File: src/rtl/debug_trace_serializer.sv
// debug_trace_serializer: buffers writeback trace records in a FIFO and streams them out LSB-first in OUT_W-bit beats.
module debug_trace_serializer #(
  parameter int OUT_W      = 4,
  parameter int FIFO_DEPTH = 4,
  parameter int DROP_W     = 16
) (
  input  logic              clk,
  input  logic              rst_n,
  input  logic [1:0]        mode,
  input  logic [31:0]       debug_wb_pc,
  input  logic [31:0]       debug_wb_instr,
  input  logic [31:0]       debug_wb_rf_wdata,
  output logic [OUT_W-1:0]  data,
  output logic              frame,
  output logic              busy,
  output logic [DROP_W-1:0] drop_cnt
);
  localparam int AW  = $clog2(FIFO_DEPTH);
  localparam int BPF = 32 / OUT_W;
  typedef enum logic {IDLE, SEND} state_t;
  state_t state_q, state_d;
  logic [95:0] rec_mem [FIFO_DEPTH];
  logic [1:0] mode_mem [FIFO_DEPTH];
  logic [AW-1:0] wr_q, wr_d, rd_q, rd_d;
  logic [AW:0] cnt_q, cnt_d;
  logic [6:0] beat_q, beat_d;
  logic [31:0] last_pc_q, last_pc_d;
  logic [DROP_W-1:0] drop_q, drop_d;
  logic [OUT_W-1:0] data_q, data_d;
  logic frame_q, frame_d, busy_q, busy_d;
  logic [95:0] nxt;
  logic push, pop, wr_en, cont;
  function automatic logic [6:0] beats(input logic [1:0] m);
    return 7'((m == 2'd1 ? 2 : m == 2'd2 ? 3 : 1) * BPF);
  endfunction
  always_comb begin
    push      = debug_wb_pc != last_pc_q && debug_wb_pc != 32'd0;
    last_pc_d = debug_wb_pc;
    pop       = state_q == SEND && beat_q == beats(mode_mem[rd_q]) - 7'd1;
    cont      = state_q == SEND && !pop;
    wr_en     = push && (cnt_q < (AW+1)'(FIFO_DEPTH) || pop);
    wr_d      = wr_q + AW'(wr_en);
    rd_d      = rd_q + AW'(pop);
    cnt_d     = cnt_q + (AW+1)'(wr_en) - (AW+1)'(pop);
    drop_d    = push && !wr_en && drop_q != '1 ? drop_q + 1'b1 : drop_q;
    // Head after this edge; an empty FIFO being written this edge forwards the incoming record.
    nxt       = wr_en && wr_q == rd_d ? {debug_wb_rf_wdata, debug_wb_instr, debug_wb_pc} : rec_mem[rd_d];
    state_d   = cont || cnt_d != '0 ? SEND : IDLE;
    beat_d    = cont ? beat_q + 7'd1 : 7'd0;
    busy_d    = state_d == SEND;
    frame_d   = busy_d && beat_d == 7'd0;
    data_d    = busy_d ? nxt[int'(beat_d)*OUT_W +: OUT_W] : '0;
  end
  always_ff @(posedge clk) begin
    if (wr_en) begin
      rec_mem[wr_q]  <= {debug_wb_rf_wdata, debug_wb_instr, debug_wb_pc};
      mode_mem[wr_q] <= mode;
    end
  end
  always_ff @(posedge clk or negedge rst_n) begin
    if (!rst_n) begin
      state_q   <= IDLE;
      wr_q      <= '0;
      rd_q      <= '0;
      cnt_q     <= '0;
      beat_q    <= '0;
      last_pc_q <= '0;
      drop_q    <= '0;
      data_q    <= '0;
      frame_q   <= 1'b0;
      busy_q    <= 1'b0;
    end else begin
      state_q   <= state_d;
      wr_q      <= wr_d;
      rd_q      <= rd_d;
      cnt_q     <= cnt_d;
      beat_q    <= beat_d;
      last_pc_q <= last_pc_d;
      drop_q    <= drop_d;
      data_q    <= data_d;
      frame_q   <= frame_d;
      busy_q    <= busy_d;
    end
  end
  assign data     = data_q;
  assign frame    = frame_q;
  assign busy     = busy_q;
  assign drop_cnt = drop_q;
endmodule

File: config.mk
export PLATFORM = sky130hd
export DESIGN_NAME = debug_trace_serializer
export DESIGN_NICKNAME = d
export VERILOG_FILES = /design/src/rtl/debug_trace_serializer.sv
export SDC_FILE = /design/constraint.sdc
export NUM_CORES = 1
export LEC_CHECK = 0
export BUFFER_PORTS_ARGS = -buffer_cell sky130_fd_sc_hd__buf_4
export CAP_MARGIN = 20
export CORE_UTILIZATION = 45
export DETAILED_ROUTE_END_ITERATION = 8
export HOLD_SLACK_MARGIN = 0.12
export REMOVE_ABC_BUFFERS = 1
export SYNTH_ARGS = -nofsm -noshare
export SYNTH_HDL_FRONTEND = slang
export SYNTH_SLANG_ARGS = --single-unit
File: constraint.sdc
create_clock -name clk -period 12.3 [get_ports clk]
set_input_delay 0.615 -clock clk [delete_from_list [all_inputs] [get_ports clk]]
set_output_delay 0.615 -clock clk [all_outputs]
set_load 0.1 [all_outputs]
==> impl_metrics.json <==
{
  "cts_inserted_buffers": 48,
  "ys_top_cells_by_area": "edfxtp_1 62%, mux4_2 12%, dfrtp_1 8.9%, xor2_1 2.0%, and3_1 1.4%",
  "die_y_um": 208,
  "synth_cell_types": 57,
  "post_dp_cell_area_sq_um": 20600,
  "vias": 10500,
  "cts.sinks": 460,
  "syn_inst": 1082,
  "finalSetupViolCount": 0,
  "cellPowerDensity_nw_per_um2": 296,
  "end_kind": "flip-flop",
  "met1_usage_pct": 31.6,
  "die-area_sq_um": 43300,
  "syn_to_final_growth_pct": 15.9,
  "clock_latency_ns": 0.58,
  "worstHoldPathType": "in2async",
  "yosysTopAreaCell": "edfxtp_1",
  "crit_fanout": 98,
  "grt_pass1_wl_um": 68400,
  "yosysWarnings": 0,
  "fin_crit_sh_pct": 48.0,
  "crit_type": "reg2reg",
  "reg2reg_depth": 16,
  "leakagePower_nw": 7.75,
  "place_congestion": 0.759,
  "outcome": "completed",
  "intPower_mw": 4.10,
  "synth_edf_count": 392,
  "port_buffers": 121,
  "grt_busiest_layer": "met2",
  "final_common_cell": "edfxtp_1",
  "clkTransAtPathRegs_ns": 0.06,
  "final_cell_mix": "392 x edfxtp_1, 139 x buf_4, 102 x mux4_2, 68 x dfrtp_1, 64 x nand2_1",
  "wl_um": 45000,
  "drc": 0,
  "fp-row-count": 75,
  "drive_gt1_share_pct": 26.7,
  "p_switching_mw": 2.46,
  "swShare_pct": 37.5,
  "antenna_left": 0,
  "combPwrFrac_pct": 43.6,
  "fp.dieW_um": 208,
  "seq_power_share_pct": 34.8,
  "yosys_register_bits": 460,
  "ios": 122,
  "tightest_slew_ns": 1.10,
  "cts_setup_buffers": 0,
  "vdd_drop_max_uv": 237,
  "period_minus_slack_ns": 5.91,
  "drv_slew": 0,
  "maxCapViolCount": 0,
  "relSlewSlack_pct": 27.0,
  "core_sq_um": 41900,
  "nNetsFinal": 1317,
  "diodes": 0,
  "cts_buffer_depth": 3,
  "drt_iter0_markers": 859,
  "hold_viol_final": 0,
  "synth_top_area_share_pct": 61.5,
  "dpl.hpwl_um": 26600,
  "final.setup.tns_ns": 0,
  "clock_skew_ns": 0.0235,
  "antenna_found_initial": 0,
  "yosysSeqAreaShare_pct": 70.4,
  "clkPwrFrac_pct": 21.7,
  "htree_levels": 2,
  "dr.pass1.iters": 6,
  "grtUsageTotal_pct": 21.2,
  "cts_hold_buf": 0,
  "fmax_mhz": 169,
  "grtUsageMet2_pct": 32.6,
  "final_cell_area_sq_um": 22200,
  "syn_avg_cell_area_sq_um": 17.7,
  "post_drt_wl_per_cell_um": 25.2,
  "multi_input_area_sq_um": 5370,
  "post_cts_resized": 0,
  "start_kind": "flip-flop",
  "synthArstFlopShare_pct": 14.8,
  "arrival_ns": 6.43,
  "cts_tree": "done",
  "seq_area_sq_um": 13500,
  "grt_max_degree": 99,
  "crit_required_ns": 12.82,
  "rsz0062_at_grt": "no",
  "use_met3_pct": 3.00,
  "fillers": 3346,
  "ys.flop_type": "edfxtp_1",
  "viasPerCell": 5.90,
  "start_util_pct": 45.6,
  "p_total_mw": 6.56,
  "gr-total-overflow": 0,
  "root_buffer": "clkbuf_16",
  "mappedNetlistArea_sq_um": 19100,
  "grt_pass1_vias": 10600
}
[power by group through the flow]
stage / registers, mW / logic (mW) / clock network, mW
6_report: 2.28 / 2.86 / 1.42
5_1_grt: 2.31 / 3.08 / 1.51
4_1_cts: 2.28 / 2.89 / 1.45
3_5_place_dp: 2.31 / 2.88 / 0
3_3_place_gp: 2.30 / 2.86 / 0
2_1_floorplan: 2.45 / 1.98 / 0
[worst paths after layout]
kind	start	slack, ns	end
min in group clk	debug_wb_pc[31]	0.23	last_pc_q[31]
max reg2reg	rd_q[0]	6.39	data[0]
min	rst_n	0.20	data[0]
max	rd_q[0]	6.39	data[0]
min reg2reg	drop_cnt[11]	0.48	drop_cnt[11]
max in group asynchronous	rst_n	11.47	last_pc_q[0]
[registers in the layout, summed over array words and instances, names as in the netlist]
name and flops:
beat_q 7, cnt_q 3, data 4, drop_cnt 16
frame 1, last_pc_q 32, mode_mem 8, rd_q 2
rec_mem 384, state_q 1, wr_q 2
[through the flow]
step	utilization (%)	setup WS, ns	cells	hold slack (ns)
global placement	49.2	6.51	1697	0.476
global route	52.8	5.96	1787	0.209
finish	52.8	6.39	1787	0.199
floorplan	-	2.69	1018	0.319
CTS	52.8	6.34	1787	0.203
detailed placement	49.2	6.37	1697	0.481
[cell families after synthesis]
family	synth area share, %
fa+ha+maj	0.628
compound gates	5.76
buf+inv	1.79
mux	13.0
xor+xnor	2.83
simple gates	5.51
flops	70.4
[synth_stat cells (all sizes together) (23+ instances only)]
cell / n
o21ai: 29
buf: 31
xor2: 45
dfrtp: 68
nand2: 65
and3: 43
mux4: 102
edfxtp: 392
a21oi: 25
clkbuf: 33
a31oi: 23
nand3: 36
[metal layers]
metal / up-vias / share of wire, %
li1: 4657 / -
met1: 5411 / 45
met2: 396 / 47
met3: 72 / 6.2
met4: 0 / 2.2
met5: - / 0
[final cells by class]
cell class                 instances  area share (%)
sequential                       460            60.8
multi-input combinational        549            24.2
clock buffer                      69            6.01
timing repair buffer             140            4.80
tap                              539            3.04
clock inverter                    21           0.948
inverter                           9           0.175
[worst max-delay path, cell delays in order (launching register included)]
cell,delay [ns]
dfrtp_1,0.46
mux4_2,0.56
ha_1,0.35
a211oi_2,0.32
a31oi_4,0.11
nor3_1,0.42
ha_4,0.20
buf_12,0.62
xnor2_1,0.21
and2_2,0.17
buf_4,0.53
nand2_2,0.41
buf_4,0.41
mux2i_1,0.19
a221oi_1,0.48
a22o_1,0.26
a211o_1,0.10
(Power assumes the default switching activity.)
